$ cat src/rtl/video_pkg.sv
// Shared video definitions: pattern mode encodings, colour-bar palette and
// default 800x600 raster timing (also used by the transceiver instantiation).
package video_pkg;

  localparam int unsigned CNT_W  = 26;  // raster counter width from transceiver
  localparam int unsigned MODE_W = 3;
  localparam int unsigned CH_W   = 8;

  localparam int unsigned H_PIXEL_DEF     = 800;
  localparam int unsigned H_TOT_PIXEL_DEF = 1056;
  localparam int unsigned V_PIXEL_DEF     = 600;
  localparam int unsigned V_TOT_PIXEL_DEF = 628;

  typedef enum logic [MODE_W-1:0] {
    MODE_BLACK = 3'd0,
    MODE_BARS  = 3'd1,
    MODE_GRAD  = 3'd2,
    MODE_CHECK = 3'd3,
    MODE_BOX   = 3'd4
  } mode_e;

  typedef enum logic {
    DIR_INC = 1'b0,
    DIR_DEC = 1'b1
  } dir_e;

  typedef struct packed {
    logic [CH_W-1:0] r;
    logic [CH_W-1:0] g;
    logic [CH_W-1:0] b;
  } rgb_t;

  localparam rgb_t COL_WHITE   = 24'hFF_FF_FF;
  localparam rgb_t COL_YELLOW  = 24'hFF_FF_00;
  localparam rgb_t COL_CYAN    = 24'h00_FF_FF;
  localparam rgb_t COL_GREEN   = 24'h00_FF_00;
  localparam rgb_t COL_MAGENTA = 24'hFF_00_FF;
  localparam rgb_t COL_RED     = 24'hFF_00_00;
  localparam rgb_t COL_BLUE    = 24'h00_00_FF;
  localparam rgb_t COL_BLACK   = 24'h00_00_00;

  // Colour-bar palette lookup, index 0 = leftmost bar of the top half.
  function automatic rgb_t bar_color(input logic [2:0] idx);
    case (idx)
      3'd0:    return COL_WHITE;
      3'd1:    return COL_YELLOW;
      3'd2:    return COL_CYAN;
      3'd3:    return COL_GREEN;
      3'd4:    return COL_MAGENTA;
      3'd5:    return COL_RED;
      3'd6:    return COL_BLUE;
      default: return COL_BLACK;
    endcase
  endfunction

endpackage

$ cat src/rtl/box_animator.sv
// One axis of the bouncing box: position register plus INC/DEC direction.
// Ports: pixclk, rst (async high), step_en (frame boundary), pos (box origin).
module box_animator
  import video_pkg::*;
#(
  parameter int unsigned LIMIT = 736,
  parameter int unsigned STEP  = 4
) (
  input  logic             pixclk,
  input  logic             rst,
  input  logic             step_en,
  output logic [CNT_W-1:0] pos
);

  dir_e dir;

  // Move one step per frame, clamping to the edge and reversing there.
  always_ff @(posedge pixclk or posedge rst) begin
    if (rst) begin
      pos <= '0;
      dir <= DIR_INC;
    end else if (step_en) begin
      case (dir)
        DIR_INC: begin
          if (pos + CNT_W'(STEP) > CNT_W'(LIMIT)) begin
            pos <= CNT_W'(LIMIT);
            dir <= DIR_DEC;
          end else begin
            pos <= pos + CNT_W'(STEP);
          end
        end
        default: begin
          if (pos < CNT_W'(STEP)) begin
            pos <= '0;
            dir <= DIR_INC;
          end else begin
            pos <= pos - CNT_W'(STEP);
          end
        end
      endcase
    end
  end

endmodule

$ cat config.mk
export PLATFORM = sky130hd
export DESIGN_NAME = box_animator
export DESIGN_NICKNAME = d
export VERILOG_FILES = /design/src/rtl/video_pkg.sv /design/src/rtl/box_animator.sv
export SDC_FILE = /design/constraint.sdc
export NUM_CORES = 1
export LEC_CHECK = 0
export ABC_AREA = 0
export BUFFER_PORTS_ARGS = -buffer_cell sky130_fd_sc_hd__buf_2
export CAP_MARGIN = 10
export CORE_MARGIN = 3
export CORE_UTILIZATION = 55
export CTS_BUF_LIST = sky130_fd_sc_hd__clkbuf_4 sky130_fd_sc_hd__clkbuf_8 sky130_fd_sc_hd__clkbuf_16
export DETAILED_ROUTE_END_ITERATION = 12
export MAX_ROUTING_LAYER = met4
export PLACE_DENSITY = 0.8
export SKIP_LAST_GASP = 1
export SYNTH_ARGS = -nofsm -noshare
export SYNTH_HDL_FRONTEND = slang
export SYNTH_SLANG_ARGS = --single-unit
$ cat constraint.sdc
create_clock -name pixclk -period 3.5 [get_ports pixclk]
set_input_delay 0.175 -clock pixclk [delete_from_list [all_inputs] [get_ports pixclk]]
set_output_delay 0.175 -clock pixclk [all_outputs]
set_load 0.05 [all_outputs]
==> impl_metrics.sql <==
INSERT INTO impl_metrics (metric_group, metric, value, unit) VALUES
('global_routing', 'grt_max_degree', '31', ''),
('clock_network', 'htree_num_levels', '1', ''),
('detailed_routing', 'drt.antenna.violating_nets', '0', ''),
('setup_path', 'worst_r2r_path_depth', '9', ''),
('global_routing', 'initial_antenna_violation_count', '0', ''),
('clock_network', 'clock_sink_count', '25', ''),
('global_routing', 'globalRouteOverflowTotal', '0', ''),
('yosys', 'synth.lib_cells_used.distinct', '55', ''),
('yosys', 'synth_adder_area_share', '1.62', '%'),
('yosys', 'synth_edf_count', '0', ''),
('power', 'power.ir.vdd_worst', '0.497', 'mV'),
('floorplan', 'fp.dieArea', '5020', 'um^2'),
('power', 'powerDensity', '908', 'nW/um^2'),
('final_layout', 'area_delta_synth_final', '2.82', '%'),
('timing', 'final_critical_path_setup_slack', '0.344', 'ns'),
('yosys', 'ys_warn_count', '0', ''),
('setup_path', 'regToRegStartpoint', 'pos[2]$_DFFE_PP0P_', ''),
('timing', 'fin_skew', '0.00596', 'ns'),
('yosys', 'synth_compound_area_share', '23.9', '%'),
('run', 'max-cap-violations', '0', ''),
('clock_network', 'postCtsSetupBuffers', '0', ''),
('setup_path', 'critical_path_required', '3.64', 'ns'),
('detailed_routing', 'drt-wirelength-per-cell', '16.9', 'um'),
('floorplan', 'initial_utilization', '60.0', '%'),
('clock_network', 'cts.repair.resized', '0', ''),
('timing', 'setup-tns-final', '0', 'ns'),
('timing', 'report.final.slew_viol_count', '0', ''),
('yosys', 'share_of_the_synthesized_netlist_area_taken_by_xor_and_xnor_gates', '1.89', '%'),
('floorplan', 'core-area', '3850', 'um^2'),
('setup_path', 'timing.reg2reg.setup_slack', '0.34', 'ns'),
('clock_network', 'cts_made_buffers', '3', ''),
('timing', 'final_hold_viol_count', '0', ''),
('yosys', 'post_synth_instance_area', '2310', 'um^2'),
('yosys', 'yosys_register_bits', '25', ''),
('final_layout', 'antennaDiodeCount', '0', ''),
('setup_path', 'crit_path_start_kind', 'flip-flop', ''),
('setup_path', 'path_class', 'reg -> reg', ''),
('clock_network', 'insertion_delay', '0.27', 'ns'),
('global_routing', 'grt_use_total', '25.1', '%'),
('detailed_routing', 'post-route-drc-count', '0', ''),
('setup_path', 'crit_fanout', '11', ''),
('detailed_routing', 'totalWireLength', '6070', 'um'),
('detailed_routing', 'detail_route.vias_per_cell', '6.60', ''),
('yosys', 'post_synth_simple_gate_area', '32.0', '%'),
('timing', 'worst_slew_margin_rel', '33.3', '%'),
('setup_path', 'timing.critical_path.to_type', 'flip-flop', ''),
('timing', 'achievable-frequency', '317', 'MHz'),
('yosys', 'synthesis.area_per_instance', '7.58', 'um^2'),
('timing', 'finalWorstPathRequiredPeriod', '3.16', 'ns'),
('yosys', 'seq_area_frac_synth', '27.1', '%'),
('global_routing', 'grt_pass1_wl', '10300', 'um'),
('hold_path', 'worstHoldPathType', 'in -> async', ''),
('placed_design', 'routability_congestion_estimate', '0.979', ''),
('floorplan', 'ioPinCount', '29', ''),
('final_layout', 'share_of_post_route_cells_with_drive_strength_above_1', '16.7', '%'),
('setup_path', 'worstPathArrival', '3.29', 'ns'),
('yosys', 'synth_top_family_by_area', 'simple AND/OR/NAND/NOR gates', ''),
('yosys', 'synth.area.mux_share', '1.79', '%'),
('floorplan', 'die-width', '70.8', 'um'),
('clock_network', 'postCtsHoldBufs', '0', ''),
('floorplan', 'dieHeight', '70.8', 'um'),
('outcome', 'outcome', 'finished, final reports clean', ''),
('floorplan', 'num_rows', '22', ''),
('clock_network', 'clock_tree.buffer_depth', '2', ''),
('timing', 'hold_ws', '0.122', 'ns'),
('clock_network', 'path_clk_slew', '0.09', 'ns'),
('detailed_routing', 'initialDrtViolationCount', '269', ''),
('placed_design', 'io_buffer_count', '26', ''),
('detailed_routing', 'detailedRoute.firstPassIterationCount', '5', ''),
('yosys', 'ys_dominant_reg_cell', 'dfrtp_1', ''),
('timing', 'unrepaired_setup_endpoints_after_global_routing', 'no', '');
## state kept, by name, indices dropped and copies added, names as in the netlist
| register | flops |
|---|---|
| dir | 1 |
| pos | 24 |
## area by class of cell
class,instances,area [um^2]
well taps,48,60.1
multi-input cells,240,1420
clock buffers,4,48.8
flip-flops and latches,25,626
inverters,8,30.0
repair buffers,34,190
fillers,368,1480
## power by group
group / switching, uW / internal [uW]
clock network: 94.9 / 89.3
logic: 866 / 441
registers: 280 / 386
## synthesized netlist by cell type (all sizes together), types with 2 or more instances
cell / count / share of area [%]
a211oi: 6 / 1.9
a21o: 3 / 0.97
a21oi: 10 / 2.2
a2bb2oi: 3 / 1.1
a31oi: 5 / 1.4
and2: 2 / 0.65
buf: 25 / 9.0
clkbuf: 8 / 1.3
dfrtp: 25 / 27
ha: 3 / 1.6
inv: 8 / 1.3
mux2i: 3 / 1.3
nand2: 43 / 7.0
nand2b: 2 / 0.54
nand3: 11 / 2.4
nand4: 9 / 2.4
nand4b: 3 / 1.1
nor2: 19 / 3.1
nor3: 17 / 3.7
nor3b: 2 / 0.65
nor4: 9 / 2.7
o211ai: 2 / 0.65
o21ai: 35 / 7.7
o22ai: 5 / 1.4
o31ai: 6 / 1.9
o32ai: 2 / 0.76
o41ai: 4 / 1.5
or2: 6 / 1.6
or3: 3 / 0.87
or4: 7 / 2.9
xnor2: 5 / 1.9
## critical path: stages (launching register included)
cell and delay (ns):
dfrtp_1 0.49, inv_1 0.12, ha_1 0.26, nor4b_1 0.49, nand3_1 0.42, or4_2 0.79, nor3_1 0.17, nor2_1 0.07
a21oi_1 0.13, o22ai_1 0.08
## metal layers
layer	GRT usage, %	vias to the layer above	part of all wire [%]
li1	-	1133	-
met1	35.8	1099	46
met2	37.3	124	45
met3	4.26	14	7.6
met4	5.43	0	1.3
met5	-	-	0
## metrics by stage
stage / area [um^2] / utilization [%] / std cells / total power, uW
final: 2380 / 61.7 / 359 / 2160
after global routing: 2380 / 61.7 / 359 / 2320
after CTS: 2380 / 61.7 / 359 / 2150
after detailed placement: 2330 / 60.4 / 355 / 1950
after global placement: 2330 / 60.4 / 355 / 1940
after floorplan: 2310 / - / 306 / 1750
## cells in the final DEF (no fill, tap or decap), drive strengths merged, types with 2 or more instances in the layout
| cell | instances |
|---|---|
| nand2 | 43 |
| o21ai | 35 |
| buf | 34 |
| dfrtp | 25 |
| nor2 | 19 |
| nor3 | 17 |
| nand3 | 11 |
| a21oi | 10 |
| nand4 | 9 |
| nor4 | 9 |
| inv | 8 |
| or4 | 7 |
| o31ai | 6 |
| a211oi | 6 |
| or2 | 6 |
| o22ai | 5 |
| xnor2 | 5 |
| a31oi | 5 |
| o41ai | 4 |
| clkbuf | 4 |
| mux2i | 3 |
| a21o | 3 |
| a2bb2oi | 3 |
| nand4b | 3 |
| ha | 3 |
| or3 | 3 |
| nor3b | 2 |
| o211ai | 2 |
| nand2b | 2 |
| o32ai | 2 |
| conb | 2 |
| and2 | 2 |
## worst max path at each step
stage | start | end | slack [ns] | depth (start not counted)
2_1_floorplan | pos[3]$_DFFE_PP0P_ | pos[6]$_DFFE_PP0P_ | 0.39 | 9
3_3_place_gp | pos[2]$_DFFE_PP0P_ | pos[6]$_DFFE_PP0P_ | 0.56 | 9
3_5_place_dp | pos[2]$_DFFE_PP0P_ | pos[6]$_DFFE_PP0P_ | 0.46 | 9
4_1_cts | pos[2]$_DFFE_PP0P_ | pos[6]$_DFFE_PP0P_ | 0.44 | 9
5_1_grt | pos[2]$_DFFE_PP0P_ | pos[2]$_DFFE_PP0P_ | 0.15 | 8
6_report | pos[2]$_DFFE_PP0P_ | pos[24]$_DFFE_PP0P_ | 0.34 | 9
## kinds of logic (layout without fill, tap and decap cells)
group,count (synthesis),count (layout)
and+or+nand+nor,139,139
AOI/OAI and AO/OA,87,87
buffers and inverters,41,46
DFF,25,25
xor gates and xnor gates,5,5
muxes,4,4
adders and majority gates,3,3
other,1,2
No activity file was read; power rests on OpenSTA's default activity.
